### config.mk
export PLATFORM = sky130hd
export DESIGN_NAME = fifo_burst_ctrl_flat
export DESIGN_NICKNAME = d
export VERILOG_FILES = /design/src/rtl/fifo_burst_ctrl_if.sv /design/src/rtl/fifo_burst_ctrl.sv /design/src/flat_wrapper.sv
export SDC_FILE = /design/constraint.sdc
export NUM_CORES = 1
export LEC_CHECK = 0
export CAP_MARGIN = 30
export CELL_PAD_IN_SITES_DETAIL_PLACEMENT = 1
export CELL_PAD_IN_SITES_GLOBAL_PLACEMENT = 1
export CORE_MARGIN = 10
export CORE_UTILIZATION = 36
export CTS_CLUSTER_DIAMETER = 150
export DETAILED_ROUTE_END_ITERATION = 16
export GPL_TIMING_DRIVEN = 0
export PLACE_DENSITY = 0.85
export SLEW_MARGIN = 20
export SYNTH_ARGS = -nofsm -noshare
export SYNTH_HDL_FRONTEND = slang
export SYNTH_SLANG_ARGS = --single-unit
### constraint.sdc
create_clock -name clk -period 2.5 [get_ports clk]
set_input_delay 0.5 -clock clk [delete_from_list [all_inputs] [get_ports clk]]
set_output_delay 0.5 -clock clk [all_outputs]
set_load 0.05 [all_outputs]
### src/rtl/fifo_burst_ctrl_if.sv
// Memory-bus write port: address, data and response channels.
// The scheduler drives it through master; the bus end uses slave.
interface fifo_burst_ctrl_if #(
  parameter int DATA_WIDTH = 32,
  parameter int BUS_ADDR_W = 32
);

  logic [BUS_ADDR_W-1:0] aw_addr;
  logic [7:0]            aw_len;
  logic                  aw_valid;
  logic                  aw_ready;

  logic [DATA_WIDTH-1:0] w_data;
  logic                  w_last;
  logic                  w_valid;
  logic                  w_ready;

  logic                  b_valid;
  logic                  b_ready;

  modport master (
    output aw_addr,
    output aw_len,
    output aw_valid,
    input  aw_ready,
    output w_data,
    output w_last,
    output w_valid,
    input  w_ready,
    input  b_valid,
    output b_ready
  );

  modport slave (
    input  aw_addr,
    input  aw_len,
    input  aw_valid,
    output aw_ready,
    input  w_data,
    input  w_last,
    input  w_valid,
    output w_ready,
    output b_valid,
    input  b_ready
  );

endinterface

### src/rtl/fifo_burst_ctrl.sv
// Drains a fall-through FIFO into fixed-length write bursts.
// Also sequences one frame of bursts from a base address.
module fifo_burst_ctrl #(
  parameter int DATA_WIDTH      = 32,
  parameter int FIFO_DEPTH      = 32,
  parameter int BURST_LEN       = 16,
  parameter int BUS_ADDR_W      = 32,
  parameter int MAX_OUTSTANDING = 2,
  localparam int ADDR_WIDTH     = $clog2(FIFO_DEPTH)
) (
  input  logic                  clk,
  input  logic                  rst_n,

  input  logic                  frame_start_i,
  input  logic [BUS_ADDR_W-1:0] cfg_base_i,
  input  logic [15:0]           cfg_burst_num_i,

  input  logic [DATA_WIDTH-1:0] fifo_data_i,
  input  logic                  fifo_empty_i,
  input  logic [ADDR_WIDTH:0]   fifo_counter_i,
  output logic                  fifo_rd_valid_o,

  fifo_burst_ctrl_if.master     bus,

  output logic                  busy_o,
  output logic                  frame_done_o
);

  localparam int OW = $clog2(MAX_OUTSTANDING + 1);

  localparam logic [ADDR_WIDTH:0] CNT_BL =
    (ADDR_WIDTH + 1)'(BURST_LEN);
  localparam logic [7:0] LAST_BEAT =
    8'(BURST_LEN - 1);
  localparam logic [BUS_ADDR_W-1:0] ADDR_INC =
    BUS_ADDR_W'(BURST_LEN * DATA_WIDTH / 8);
  localparam logic [OW-1:0] OUT_MAX =
    OW'(MAX_OUTSTANDING);

  typedef enum logic [1:0] {
    IDLE = 2'd0,
    ADDR = 2'd1,
    DATA = 2'd2
  } state_e;

  state_e                state_q, state_d;
  logic                  armed_q, armed_d;
  logic [BUS_ADDR_W-1:0] next_addr_q, next_addr_d;
  logic [15:0]           burst_left_q, burst_left_d;
  logic [7:0]            beat_cnt_q, beat_cnt_d;
  logic [OW-1:0]         outst_q, outst_d;
  logic                  aw_valid_q, aw_valid_d;
  logic [BUS_ADDR_W-1:0] aw_addr_q, aw_addr_d;
  logic                  done_q, done_d;

  logic aw_hs;
  logic b_dec;
  logic w_valid;
  logic w_hs;
  logic start_ok;
  logic frame_ok;

  always_ff @(posedge clk or negedge rst_n) begin
    if (!rst_n) begin
      state_q      <= IDLE;
      armed_q      <= 1'b0;
      next_addr_q  <= '0;
      burst_left_q <= '0;
      beat_cnt_q   <= '0;
      outst_q      <= '0;
      aw_valid_q   <= 1'b0;
      aw_addr_q    <= '0;
      done_q       <= 1'b0;
    end else begin
      state_q      <= state_d;
      armed_q      <= armed_d;
      next_addr_q  <= next_addr_d;
      burst_left_q <= burst_left_d;
      beat_cnt_q   <= beat_cnt_d;
      outst_q      <= outst_d;
      aw_valid_q   <= aw_valid_d;
      aw_addr_q    <= aw_addr_d;
      done_q       <= done_d;
    end
  end

  assign aw_hs = (state_q == ADDR) & aw_valid_q & bus.aw_ready;
  // A response with nothing outstanding is stray and dropped
  assign b_dec = bus.b_valid & (outst_q != '0);

  assign w_valid = (state_q == DATA) & ~fifo_empty_i;
  assign w_hs    = w_valid & bus.w_ready;

  assign frame_ok = frame_start_i & ~armed_q
                  & (cfg_burst_num_i != 16'd0);
  assign start_ok = armed_q
                  & (fifo_counter_i >= CNT_BL)
                  & (outst_q < OUT_MAX);

  always_comb begin
    outst_d = outst_q;
    unique case (1'b1)
      (aw_hs && !b_dec): outst_d = outst_q + OW'(1);
      (b_dec && !aw_hs): outst_d = outst_q - OW'(1);
      default:           outst_d = outst_q;
    endcase
  end

  always_comb begin
    state_d      = state_q;
    armed_d      = armed_q;
    next_addr_d  = next_addr_q;
    burst_left_d = burst_left_q;
    beat_cnt_d   = beat_cnt_q;
    aw_valid_d   = aw_valid_q;
    aw_addr_d    = aw_addr_q;
    done_d       = 1'b0;

    unique case (state_q)
      IDLE: begin
        if (frame_ok) begin
          next_addr_d  = cfg_base_i;
          burst_left_d = cfg_burst_num_i;
          armed_d      = 1'b1;
        end else if (start_ok) begin
          state_d    = ADDR;
          aw_valid_d = 1'b1;
          aw_addr_d  = next_addr_q;
        end
      end
      ADDR: begin
        if (aw_hs) begin
          state_d     = DATA;
          aw_valid_d  = 1'b0;
          next_addr_d = next_addr_q + ADDR_INC;
          beat_cnt_d  = '0;
        end
      end
      DATA: begin
        if (w_hs) begin
          beat_cnt_d = beat_cnt_q + 8'd1;
          if (beat_cnt_q == LAST_BEAT) begin
            state_d      = IDLE;
            burst_left_d = burst_left_q - 16'd1;
            if (burst_left_q == 16'd1) begin
              armed_d = 1'b0;
              done_d  = 1'b1;
            end
          end
        end
      end
      default: begin
        state_d    = IDLE;
        aw_valid_d = 1'b0;
      end
    endcase
  end

  assign bus.aw_addr  = aw_addr_q;
  assign bus.aw_len   = LAST_BEAT;
  assign bus.aw_valid = aw_valid_q;

  assign bus.w_data  = fifo_data_i;
  assign bus.w_valid = w_valid;
  assign bus.w_last  = w_valid & (beat_cnt_q == LAST_BEAT);
  assign bus.b_ready = 1'b1;

  assign fifo_rd_valid_o = w_hs;

  assign busy_o = armed_q
                | (state_q != IDLE)
                | (outst_q != '0);

  assign frame_done_o = done_q;

endmodule

### src/flat_wrapper.sv
// flat-port wrapper written by rule: the top's interface ports become plain ports
module fifo_burst_ctrl_flat 
#(
  parameter int DATA_WIDTH      = 32,
  parameter int FIFO_DEPTH      = 32,
  parameter int BURST_LEN       = 16,
  parameter int BUS_ADDR_W      = 32,
  parameter int MAX_OUTSTANDING = 2,
  localparam int ADDR_WIDTH     = $clog2(FIFO_DEPTH)
)
  (clk, rst_n, frame_start_i, cfg_base_i, cfg_burst_num_i, fifo_data_i, fifo_empty_i, fifo_counter_i, fifo_rd_valid_o, busy_o, frame_done_o, bus_aw_addr, bus_aw_len, bus_aw_valid, bus_aw_ready, bus_w_data, bus_w_last, bus_w_valid, bus_w_ready, bus_b_valid, bus_b_ready);
  fifo_burst_ctrl_if #(.DATA_WIDTH(DATA_WIDTH), .BUS_ADDR_W(BUS_ADDR_W)) bus_i ();
  input  logic clk;
  input  logic rst_n;
  input  logic frame_start_i;
  input  logic [BUS_ADDR_W-1:0] cfg_base_i;
  input  logic [15:0] cfg_burst_num_i;
  input  logic [DATA_WIDTH-1:0] fifo_data_i;
  input  logic fifo_empty_i;
  input  logic [ADDR_WIDTH:0] fifo_counter_i;
  output logic fifo_rd_valid_o;
  output logic busy_o;
  output logic frame_done_o;
  output wire logic [$bits(bus_i.aw_addr)-1:0] bus_aw_addr;
  output wire logic [$bits(bus_i.aw_len)-1:0] bus_aw_len;
  output wire logic [$bits(bus_i.aw_valid)-1:0] bus_aw_valid;
  input wire logic [$bits(bus_i.aw_ready)-1:0] bus_aw_ready;
  output wire logic [$bits(bus_i.w_data)-1:0] bus_w_data;
  output wire logic [$bits(bus_i.w_last)-1:0] bus_w_last;
  output wire logic [$bits(bus_i.w_valid)-1:0] bus_w_valid;
  input wire logic [$bits(bus_i.w_ready)-1:0] bus_w_ready;
  input wire logic [$bits(bus_i.b_valid)-1:0] bus_b_valid;
  output wire logic [$bits(bus_i.b_ready)-1:0] bus_b_ready;
  assign bus_aw_addr = bus_i.aw_addr;
  assign bus_aw_len = bus_i.aw_len;
  assign bus_aw_valid = bus_i.aw_valid;
  assign bus_i.aw_ready = bus_aw_ready;
  assign bus_w_data = bus_i.w_data;
  assign bus_w_last = bus_i.w_last;
  assign bus_w_valid = bus_i.w_valid;
  assign bus_i.w_ready = bus_w_ready;
  assign bus_i.b_valid = bus_b_valid;
  assign bus_b_ready = bus_i.b_ready;
  fifo_burst_ctrl #(.DATA_WIDTH(DATA_WIDTH), .FIFO_DEPTH(FIFO_DEPTH), .BURST_LEN(BURST_LEN), .BUS_ADDR_W(BUS_ADDR_W), .MAX_OUTSTANDING(MAX_OUTSTANDING)) u_core (.clk(clk), .rst_n(rst_n), .frame_start_i(frame_start_i), .cfg_base_i(cfg_base_i), .cfg_burst_num_i(cfg_burst_num_i), .fifo_data_i(fifo_data_i), .fifo_empty_i(fifo_empty_i), .fifo_counter_i(fifo_counter_i), .fifo_rd_valid_o(fifo_rd_valid_o), .bus(bus_i), .busy_o(busy_o), .frame_done_o(frame_done_o));
endmodule
* Word-level counts from Yosys, hierarchy flattened
Index checks and enable logic that the tools add are counted.
Word-level totals: register bits 95, bits of input ports 93, word-level logic and storage cells 92
Operators by class: add/sub/neg operators 5, $lt $le $gt $ge 2, eq/ne operators 11, multiplexer cells 30, bitwise gates (word level) 16, reduce and logical (&&, ||, !) cells 19
Operator list (number):
- $mux W32 | 2
- $pmux W32 S2 | 1
- $mux W16 | 3
- $add A32 B7 Y32 const B | 1
- $pmux W16 S2 | 1
- $eq A16 B1 Y1 const B | 1
- $mux W8 | 2
- $pmux W8 S2 | 1
- $reduce_bool A16 Y1 | 1
- $sub A16 B1 Y16 const B | 1
- $reduce_bool A2 Y1 | 6
- $mux W1 | 11
- $and A1 B1 Y1 | 10
- $mux W2 | 5
- $reduce_and A5 Y1 | 2
- $reduce_and A3 Y1 | 3
- $add A8 B1 Y8 const B | 1
- $eq A8 B4 Y1 const B | 1
- $ne A2 B2 Y1 const B | 4
- $reduce_and A4 Y1 | 2
- $ge A6 B5 Y1 const B | 1
- $ne A2 B1 Y1 const B | 3
- $pmux W2 S3 | 1
- $not A1 Y1 | 4
- 12 further kinds | 15

* Depth between registers and ports, before layout
depth after elaboration 6, mapped depth 8, depth with buffers taken out 6

* Worst setup path after synthesis
OpenSTA, ideal clock, no wires.
path kind reg2out, start register u_core.state_q[0], end output port bus_w_last, arrival time 2399 ps, setup slack -399 ps, cell stages (with the launch flop) 5, buffers on the path 2, cells stage by stage dfrtp_1 buf_6 nand2b_1 clkbuf_1 nor4_1
Between the ends: cells in the longest elaborated chain, start to end 3
Ends and longest elaborated chain:
- start: declaration | line fifo_burst_ctrl.sv:46 | state_e state_q, state_d;
- start signal: assignment | line fifo_burst_ctrl.sv:75 | state_q <= state_d;
- $eq A2 B2 Y1 | line fifo_burst_ctrl.sv:91 | assign w_valid = (state_q == DATA) & ~fifo_empty_i;
- $and A1 B1 Y1 | line fifo_burst_ctrl.sv:91
- $and A1 B1 Y1 | line fifo_burst_ctrl.sv:165 | assign bus.w_last = w_valid & (beat_cnt_q == LAST_BEAT);
- end: declaration | line flat_wrapper.sv:29 | output wire logic [$bits(bus_i.w_last)-1:0] bus_w_last;
No other way between the ends.

* Worst setup path in the final report
start input port frame_start_i, end register u_core.next_addr_q[28]
Between the ends: cells in the longest elaborated chain, start to end 4
Ends and longest elaborated chain:
- start: declaration | line flat_wrapper.sv:15 | input logic frame_start_i;
- $and A1 B1 Y1 | line fifo_burst_ctrl.sv:94 | assign frame_ok = frame_start_i & ~armed_q
- $and A1 B1 Y1 | line fifo_burst_ctrl.sv:95 | & (cfg_burst_num_i != 16'd0);
- $ne A2 B1 Y1 (no source line)
- $reduce_and A3 Y1 (no source line)
- end signal: assignment | line fifo_burst_ctrl.sv:77 | next_addr_q <= next_addr_d;
- end: declaration | line fifo_burst_ctrl.sv:48 | logic [BUS_ADDR_W-1:0] next_addr_q, next_addr_d;
No other way between the ends. A chain may end at the register's enable or synchronous reset.

==> run metrics <==
Placed Instances=866; remaining antenna violation count after routing=0; clock tree from TritonCTS=done; final-report setup violation count=0; maximum fanout along the worst path=10; netlist area before placement=5512 um2; launching point of the worst reg2reg path=u_core.state_q[1]; worst hold path endpoint=u_core.bus.aw_addr[17]; number of synthesized flops with an enable pin=0; DRC=0; portion of synthesized cell area occupied by the leading cell type=43.13%; Cell Int Power=4936 uW; fillcell total=1694; vias in the first global route=5457; worst setup margin=0.06352 ns; CP max stage delay=0.51 ns; switching part of the total power=46.69%; TritonCTS Sinks=95; power dissipated by switching net loads=4323 uW; Max stage delay cell, worst path=sky130_fd_sc_hd__clkdlybuf4s50_1; Die Y-Extent=143.7 um; achievable frequency=410.4 MHz; wire per inst=22.18 um; detail-routed via count per cell=5.811; startpoint of the most critical hold path=u_core.bus.aw_addr[17]; Critical Setup Path Class=primary input to register; summed negative setup slack over all endpoints=0 ns; Reg power frac=32.7%; total number of nets in the final design=788; die width=143.7 um; leading post-synthesis cells by instance count=95 x sky130_fd_sc_hd__dfrtp_1, 46 x sky130_fd_sc_hd__nor2_1, 41 x sky130_fd_sc_hd__buf_4, 37 x sky130_fd_sc_hd__mux2_2, 28 x sky130_fd_sc_hd__nand2_1; H-tree level count=3; per-instance average area after synthesis=10.15 um2; routed via count=5131; total leakage power=0.003063 uW; share of layout cells above drive strength 1=20.58%; floorplan core area=15090 um2; total congestion overflow=0; post-route non-filler standard cell count=883; clock latency at the later pin of the worst-skew pair=0.35 ns; worst clock skew=0.01092 ns; post-synth top area cell=sky130_fd_sc_hd__dfrtp_1; share of the core filled with cells in the final layout=48.91%; count of input and output buffers=126; total power after layout=9259 uW; end of the worst register-to-register path=u_core.next_addr_q[28]; final count of pins violating max slew=0; Max-cap violations=0; critical path, cell by cell=clkdlybuf4s50_1 > or4b_1 > a41o_1 > buf_6 > buf_2 > buf_2 > nand3_1 > o221ai_2; I/O pin count=172; library cells used by synthesis=74; primary flip-flop cell chosen by synthesis mapping=sky130_fd_sc_hd__dfrtp_1; arrival time worst endpoint=2.66 ns; WL final=19580 um; pin count of the biggest net entering global routing=73; drt first pass iters=7; worst path required time=2.73 ns; gp weighted congestion=0.9314; Tcrit/Tclk final=97.46%; total CTS buffers=9; post-DP HPWL=14790 um; global-route total usage across every layer=18.74%; path depth of the worst reg2reg path=7; result of the run=completed; time the worst path needs with I/O delays and setup=2.436 ns; Top cell by count, worst path=sky130_fd_sc_hd__buf_2; Logic pwr share=52.5%; IR Drop Worst-Case VDD=771.7 uV; most frequently used cell type in the post-synthesis netlist=sky130_fd_sc_hd__dfrtp_1; buffer cell driving the clock tree root=sky130_fd_sc_hd__clkbuf_16; 1st-iter DRT viols=384; setup repair after global routing missed its margin=false; type of element capturing the critical path=register; yosys synthesis warning count=0; sequential-to-total area share from yosys stat=43.13%; ANT cells=0; wire length of the first global-routing pass=30680 um; top post-synthesis cells by area=sky130_fd_sc_hd__dfrtp_1 43%, sky130_fd_sc_hd__mux2_2 7.6%, sky130_fd_sc_hd__buf_4 5.6%; starting utilization of the core area=36.53%; slack of the worst reg-to-reg path=0.15 ns; Sequential Area=2379 um2; number of cells traversed by the worst hold path=1; register clock-pin slew on the reported worst setup and hold paths=0.07 ns; maximum buffer depth of the clock tree=2; Min-Delay Path Class=register to register; hold violation count in the final report=0; category of the worst setup path launch point=primary input; share of flip-flops with an asynchronous set or reset=100.0%; Placement Setup Slack=-0.4882 ns; initial antenna violation count=0; count of mapped cells out of synthesis=543; Multi-input gate area=2594 um2; power density cells=1255 nW/um2; number of cell rows=45; part of the power in the clock network=14.8%; relative area change from synthesis to final layout=33.89%; worst relative slew slack=48.74%; Die ar.=20660 um2; pin slew with the least headroom to its limit=0.7625 ns; Yosys reg bits=95
==> cell type report <==
| type | instances | area share (%) |
|---|---|---|
| repair buffers | 129 | 17.58 |
| clock buffers | 10 | 3.238 |
| flip-flops and latches | 95 | 32.23 |
| clock inverters | 6 | 0.6782 |
| plain buffers | 77 | 7.528 |
| well taps | 188 | 3.188 |
| inverters | 8 | 0.4069 |
| multi-input cells | 370 | 35.15 |
==> sequential cells by signal (all words and copies together), names as in the netlist <==
register / cells
u_core.outst_q: 2
u_core.state_q: 2
u_core.next_addr_q: 32
u_core.frame_done_o: 1
u_core.burst_left_q: 16
u_core.armed_q: 1
u_core.beat_cnt_q: 8
u_core.bus.aw_addr: 32
u_core.bus.aw_valid: 1
==> per-stage QoR <==
stage / area (um2) / hold slack (ns)
6_report: 7380 / 0.5069
5_1_grt: 7380 / 0.5276
3_3_place_gp: 7041 / 0.4821
2_1_floorplan: 5544 / 0.2044
3_5_place_dp: 7074 / 0.3757
4_1_cts: 7370 / 0.5108
==> layout by cell type (no fill, tap or decap), types with 5 or more instances in the layout <==
master                              n
sky130_fd_sc_hd__a21oi_1           23
sky130_fd_sc_hd__a22oi_1            6
sky130_fd_sc_hd__a31oi_1           19
sky130_fd_sc_hd__a32oi_1            5
sky130_fd_sc_hd__a41oi_1            8
sky130_fd_sc_hd__and2_1             6
sky130_fd_sc_hd__and3_1             9
sky130_fd_sc_hd__and4_1             8
sky130_fd_sc_hd__buf_2              5
sky130_fd_sc_hd__buf_4             41
sky130_fd_sc_hd__buf_6              7
sky130_fd_sc_hd__clkbuf_1          18
sky130_fd_sc_hd__clkbuf_16          9
sky130_fd_sc_hd__clkbuf_8           7
sky130_fd_sc_hd__clkdlybuf4s50_1  122
sky130_fd_sc_hd__conb_1             9
sky130_fd_sc_hd__dfrtp_1           94
sky130_fd_sc_hd__ha_1               5
sky130_fd_sc_hd__inv_1              6
sky130_fd_sc_hd__mux2_2            37
sky130_fd_sc_hd__nand2_1           28
sky130_fd_sc_hd__nand3_1           19
sky130_fd_sc_hd__nand4_1            9
sky130_fd_sc_hd__nor2_1            46
sky130_fd_sc_hd__nor3_1             9
sky130_fd_sc_hd__nor4_1             8
sky130_fd_sc_hd__o21ai_0           10
sky130_fd_sc_hd__o22a_1            10
sky130_fd_sc_hd__o22ai_1            5
sky130_fd_sc_hd__o2bb2a_1           8
==> power by group through the flow <==
stage	clock (uW)	combinational [uW]	sequential, uW
after floorplan	0	2490	3700
after global placement	0	4710	2970
after detailed placement	0	4850	3030
after CTS	1410	4880	3010
after global routing	1460	5210	3150
final	1370	4860	3030
==> cell families (layout without fill, tap and decap cells) <==
logic type	Yosys count	in the layout	share of synthesized area, %
mux	39	39	7.923
simple gates	169	169	16.46
buf+inv	85	230	10.58
fa+ha+maj	5	5	1.135
flops	95	95	43.13
xor+xnor	8	8	1.271
other cells	2	9	0.1363
compound gates	140	140	19.36
==> critical path, delay by kind of cell <==
family                 cells  cell delay, ns
AO/OA/AOI/OAI              2            0.38
AND/OR/NAND/NOR            2            0.67
buffers and inverters      4            1.11
==> metal layers <==
metal  GRT usage [%]  wire (um)  up-vias
met1           22.47       8007     2573
met3           4.389       1340       39
met2           31.97       9814      215
li1                -          -     2304
met4           6.878        419        0
met5               0          0        -
==> worst max path at each step <==
stage | startpoint | to | slack, ns | cells past startpoint
after floorplan | u_core.state_q[0] | bus_w_last | 0.17 | 4
after global placement | rst_n | u_core.next_addr_q[14] | -2.76 | 1
after detailed placement | fifo_empty_i | fifo_rd_valid_o | -0.49 | 4
after CTS | u_core.state_q[0] | bus_w_valid | 0.02 | 5
after global routing | u_core.state_q[0] | bus_w_last | 0.003 | 5
final | frame_start_i | u_core.next_addr_q[28] | 0.06 | 8
==> what timing repair did <==
| item | 4_1_cts | 5_1_grt |
|---|---|---|
| setup endpoints to repair | 3 | 6 |
| gates resized for setup | 14 | 7 |
| hold endpoints to repair | 17 | 0 |
| hold buffers | 1 | 0 |
| buffers inserted | 0 | 0 |
Note: power is estimated with default switching activity, not from simulation.
